--- config.mk ---
export PLATFORM = sky130hd
export DESIGN_NAME = hs_axis_modport_slice
export DESIGN_NICKNAME = d
export VERILOG_FILES = /design/src/rtl/hs_axis_pkg.sv /design/src/rtl/hs_axis_proto_chk.sv /design/src/rtl/hs_axis_modport_slice.sv
export SDC_FILE = /design/constraint.sdc
export NUM_CORES = 1
export LEC_CHECK = 0
export ABC_AREA = 0
export BUFFER_PORTS_ARGS = -buffer_cell sky130_fd_sc_hd__buf_2
export CAP_MARGIN = 0
export CORE_MARGIN = 2
export CORE_UTILIZATION = 41
export DETAILED_ROUTE_END_ITERATION = 7
export GPL_ROUTABILITY_DRIVEN = 1
export HOLD_SLACK_MARGIN = 0.1
export PLACE_DENSITY_LB_ADDON = 0.25
export SYNTH_ARGS = -nofsm -noshare
export SYNTH_HDL_FRONTEND = slang
export SYNTH_SLANG_ARGS = --single-unit
--- constraint.sdc ---
create_clock -name aclk -period 1.9 [get_ports aclk]
set_clock_uncertainty 0.2 [all_clocks]
set_input_delay 0.19 -clock aclk [delete_from_list [all_inputs] [get_ports aclk]]
set_output_delay 0.19 -clock aclk [all_outputs]
set_load 0.05 [all_outputs]
--- src/rtl/hs_axis_pkg.sv ---
// Shared definitions for the AXI4-Stream register slice: the slice state and the packed payload width.
// No logic, so latency and backpressure do not apply here.
package hs_axis_pkg;

    typedef enum logic [1:0] {
        EMPTY = 2'd0,
        ONE   = 2'd1,
        FULL  = 2'd2
    } state_e;

    // Payload = {tdata, tstrb, tkeep, tlast, tid, tdest, tuser, twakeup}
    function automatic int payload_width(input int data_w, input int strb_w, input int keep_w,
                                         input int id_w, input int dest_w, input int user_w);
        return data_w + strb_w + keep_w + 1 + id_w + dest_w + user_w + 1;
    endfunction

endpackage

--- src/rtl/hs_axis_proto_chk.sv ---
// Slave-side stream rule checker: valid must stay high and payload stable while stalled.
// Flags are sticky until reset and update one edge after the offending cycle; it never stalls the stream.
module hs_axis_proto_chk #(
    parameter int WIDTH = 8
) (
    input  logic             aclk,
    input  logic             aresetn,
    input  logic             tvalid,
    input  logic             tready,
    input  logic [WIDTH-1:0] payload,
    output logic             err_hold,
    output logic             err_drop
);

    logic             stalled;
    logic [WIDTH-1:0] payload_q;

    always_ff @(posedge aclk or negedge aresetn) begin
        if (!aresetn) begin
            stalled   <= 1'b0;
            payload_q <= '0;
            err_hold  <= 1'b0;
            err_drop  <= 1'b0;
        end else begin
            // A beat offered but not taken last cycle must be re-offered unchanged
            if (stalled) begin
                if (!tvalid)
                    err_drop <= 1'b1;
                if (payload != payload_q)
                    err_hold <= 1'b1;
            end
            stalled   <= tvalid & ~tready;
            payload_q <= payload;
        end
    end

endmodule

--- src/rtl/hs_axis_modport_slice.sv ---
// Full-throughput AXI4-Stream register slice with a two-entry skid buffer and slave-side rule checking.
// One cycle latency; s_tready is registered and drops only when both entries are occupied.
module hs_axis_modport_slice
    import hs_axis_pkg::*;
#(
    parameter int TDATA_WIDTH = 8,
    parameter int TID_WIDTH   = 1,
    parameter int TDEST_WIDTH = 1,
    parameter int TUSER_WIDTH = 1,
    parameter int TKEEP_WIDTH = TDATA_WIDTH / 8,
    parameter int TSTRB_WIDTH = TDATA_WIDTH / 8
) (
    input  logic                   aclk,
    input  logic                   aresetn,
    input  logic                   s_tvalid,
    input  logic [TDATA_WIDTH-1:0] s_tdata,
    input  logic [TSTRB_WIDTH-1:0] s_tstrb,
    input  logic [TKEEP_WIDTH-1:0] s_tkeep,
    input  logic                   s_tlast,
    input  logic [TID_WIDTH-1:0]   s_tid,
    input  logic [TDEST_WIDTH-1:0] s_tdest,
    input  logic [TUSER_WIDTH-1:0] s_tuser,
    input  logic                   s_twakeup,
    output logic                   s_tready,
    output logic                   m_tvalid,
    output logic [TDATA_WIDTH-1:0] m_tdata,
    output logic [TSTRB_WIDTH-1:0] m_tstrb,
    output logic [TKEEP_WIDTH-1:0] m_tkeep,
    output logic                   m_tlast,
    output logic [TID_WIDTH-1:0]   m_tid,
    output logic [TDEST_WIDTH-1:0] m_tdest,
    output logic [TUSER_WIDTH-1:0] m_tuser,
    output logic                   m_twakeup,
    input  logic                   m_tready,
    output logic                   err_hold,
    output logic                   err_drop
);

    localparam int PW = payload_width(TDATA_WIDTH, TSTRB_WIDTH, TKEEP_WIDTH,
                                      TID_WIDTH, TDEST_WIDTH, TUSER_WIDTH);

    logic [PW-1:0] s_payload;
    logic [PW-1:0] main_q;
    logic [PW-1:0] skid_q;
    state_e        state_q;
    state_e        state_d;
    logic          accept;
    logic          load_main_in;
    logic          load_main_skid;
    logic          load_skid;

    assign s_payload = {s_tdata, s_tstrb, s_tkeep, s_tlast, s_tid, s_tdest, s_tuser, s_twakeup};
    assign {m_tdata, m_tstrb, m_tkeep, m_tlast, m_tid, m_tdest, m_tuser, m_twakeup} = main_q;

    assign accept = s_tvalid & s_tready;

    always_comb begin
        state_d        = state_q;
        load_main_in   = 1'b0;
        load_main_skid = 1'b0;
        load_skid      = 1'b0;
        unique case (state_q)
            EMPTY: begin
                if (accept) begin
                    load_main_in = 1'b1;
                    state_d      = ONE;
                end
            end
            ONE: begin
                if (accept && m_tready) begin
                    load_main_in = 1'b1;
                end else if (accept) begin
                    load_skid = 1'b1;
                    state_d   = FULL;
                end else if (m_tready) begin
                    state_d = EMPTY;
                end
            end
            FULL: begin
                if (m_tready) begin
                    load_main_skid = 1'b1;
                    state_d        = ONE;
                end
            end
            default: state_d = EMPTY;
        endcase
    end

    // Handshake outputs are registered from the next state so neither port sees a combinational path
    always_ff @(posedge aclk or negedge aresetn) begin
        if (!aresetn) begin
            state_q  <= EMPTY;
            s_tready <= 1'b0;
            m_tvalid <= 1'b0;
            main_q   <= '0;
            skid_q   <= '0;
        end else begin
            state_q  <= state_d;
            s_tready <= (state_d != FULL);
            m_tvalid <= (state_d != EMPTY);
            if (load_main_in)
                main_q <= s_payload;
            else if (load_main_skid)
                main_q <= skid_q;
            if (load_skid)
                skid_q <= s_payload;
        end
    end

    hs_axis_proto_chk #(
        .WIDTH (PW)
    ) u_chk (
        .aclk     (aclk),
        .aresetn  (aresetn),
        .tvalid   (s_tvalid),
        .tready   (s_tready),
        .payload  (s_payload),
        .err_hold (err_hold),
        .err_drop (err_drop)
    );

endmodule

==> results.md <==
* Arr. time, crit path at 1.75 ns
* Relative slew slack at 0.535
* First-pass GRT wire length at 7160 um
* Tcrit/Tclk final at 0.925
* Setup Fix Bufs, Post-CTS at 0
* CTS Buf Count at 5
* Routed Antenna Nets at 0
* Vias per cell at 4.88
* Commonest cells after routing, fill and taps aside: dfrtp_1, buf_2, dlygate4sd3_1
* DR vias at 1323
* Mapped Nets at 160
* #FFs+latches synth at 52
* Setup CP Type: input port to flop
* Post-Syn Area at 2090 um2
* DRC errors left at 0
* Top area cells in the synthesized netlist: dfrtp_1, mux2_4, a22o_1, a21o_1, xnor2_1
* FP Rows at 25
* Gr busiest metal: met2
* Die height at 75.3 um
* Power per cell area at 1570 nW/um2
* Dpl cell area at 2370 um2
* VDD IR max at 773 uV
* Slew Limit Fails at 0
* Share of flip-flops with an asynchronous set or reset at 1.00
* Mean Syn Cell Area at 14.8 um2
* Io pins at 38
* Final setup vio count at 0
* Most common cell after layout, fill and taps aside: dfrtp_1
* Wirelength per Cell at 14.8 um
* Clk_lat worst skew at 0.30 ns
* RSZ-0062 raised after global routing: false
* Clk pin slew, worst setup/hold paths at 0.09 ns
* Max_cap viols at 0
* Synth top area share at 0.624
* Run status: complete, no violations
* Hold crit path type: input port to flop
* Required @ worst endpoint at 1.89 ns
* Cell taking the most area after synthesis: dfrtp_1
* GR Layer Usage met1 at 0.235
* Setup TNS at 0 ns
* Initial Util at 0.433
* Worst-Margin Slew at 0.697 ns
* Min Hold Slack at 0.116 ns
* CTS root buffer: clkbuf_8
* Synth unique cells at 25
* Area growth syn-to-layout at 27.6%
* Port bufs at 37
* Cells after Synth at 141
* TritonCTS clock tree: yes
* CTS H-tree lvls at 2
* Fin area at 2660 um2
* Core area at 4820 um2
* GR met2 Demand/Resource at 0.263
* Layout cells sized above 1 at 0.348
* Clock sink total at 52
* Final Core Density at 0.553
* Pre-Repair DR Iteration Count at 4
* Initial antenna violation count at 0
* N_diodes at 0
* Iter 0 DRT Violations at 84
* Final net count at 222
* Post-DP HPWL at 2850 um
* Final Critical Period at 1.76 ns
* Overall global routing resource usage at 0.170
* Critical path startpoint category: input port
* Largest net degree at the start of global routing at 23
* CP Capture Type: flop
* Full die area at 5680 um2
* Main synth FF type: dfrtp_1
* Die width at 75.3 um
* Grt met3 use at 0.0463
* Standby leakage power at 1.33 nW
* Vias in the first global route at 1446
* Remaining global-route overflow at 0
* Bufs on Longest Clock Path at 2
* Yosys warning count at 0
* Final Hold Vio Count at 0
* Register area share after synthesis at 0.624
* Number of flops mapped to enable cells by yosys at 0
* WL final at 4020 um
* Gpl congestion at 0.704
* Max Fclk at 569 MHz
* Crit-path max FO at 7
[metrics by stage]
step	total power [mW]	std cells	setup slack (ns)
2_1_floorplan	2.96	141	0.0837
3_3_place_gp	3.31	246	0.216
3_5_place_dp	3.37	246	0.166
4_1_cts	4.22	271	0.145
5_1_grt	4.41	271	0.0162
6_report	4.18	271	0.143
[cells by family after synthesis]
| logic type | Yosys count | share of synthesized area |
|---|---|---|
| flops | 52 | 0.624 |
| simple gates | 17 | 0.0594 |
| compound gates | 34 | 0.130 |
| buf+inv | 7 | 0.0204 |
| mux | 16 | 0.104 |
| xor+xnor | 15 | 0.0630 |
[area by class of cell]
type                            instances  area [um2]
Clock buffer                            7        96.3
Clock inverter                          1        30.0
Fill cell                             434        2150
Inverter                                2        7.51
Multi-Input combinational cell         82         743
Sequential cell                        52        1300
Tap cell                               67        83.8
Timing Repair Buffer                   60         400
[sequential cells by signal, indices dropped and copies added, names as in the netlist]
signal / count
u_chk.payload_q: 15
u_chk.stalled: 1
skid_q: 15
u_chk.err_drop: 1
s_tready: 1
u_chk.err_hold: 1
m_tvalid: 1
main_q: 15
state_q: 2
[timing repair]
action / CTS / global route
hold buffers: 17 / 0
gates resized for setup: 0 / 0
endpoints found under the hold margin: 96 / 0
[synth_stat cells, types with 2 or more instances]
master	instances
dfrtp_1	52
xor2_1	7
inv_1	2
xnor2_1	8
a21o_1	16
nor2_1	4
nand4_1	2
nor2_2	2
a22o_1	15
nor4_1	2
mux2_4	10
buf_2	4
mux2_2	5
[critical path, stage by stage]
cell,delay [ns]
dlygate4sd3_1,0.52
buf_2,0.14
nand3b_4,0.11
nor3b_4,0.22
buf_4,0.23
mux2_2,0.34
[path summary, 6_finish.rpt]
| kind | start | end | slack (ns) | depth (start not counted) |
|---|---|---|---|---|
| min in group asynchronous | aresetn | u_chk.payload_q[8]$_DFF_PN0_ | 0.17 | 2 |
| hold reg to reg | u_chk.err_drop$_DFFE_PN0P_ | u_chk.err_drop$_DFFE_PN0P_ | 0.26 | 1 |
| setup reg to reg | state_q[0]$_DFF_PN0_ | main_q[10]$_DFFE_PN0P_ | 0.17 | 4 |
| max in group asynchronous | aresetn | main_q[8]$_DFFE_PN0P_ | 0.69 | 3 |
| setup / recovery | s_tvalid | skid_q[2]$_DFFE_PN0P_ | 0.14 | 6 |
| hold / removal | m_tready | state_q[0]$_DFF_PN0_ | 0.12 | 3 |
[where the power goes]
group          switching [mW]  total [mW]  internal, mW
sequential              0.215        1.70          1.49
clock                   0.358       0.823         0.465
combinational            1.03        1.65         0.620
[per-layer routing]
metal / wire length (um) / vias up
met2: 1970 / 26
met3: 179 / 7
met4: 59 / 0
met5: 0 / -
li1: - / 621
met1: 1810 / 669
Power figures use the tool's default switching activity.
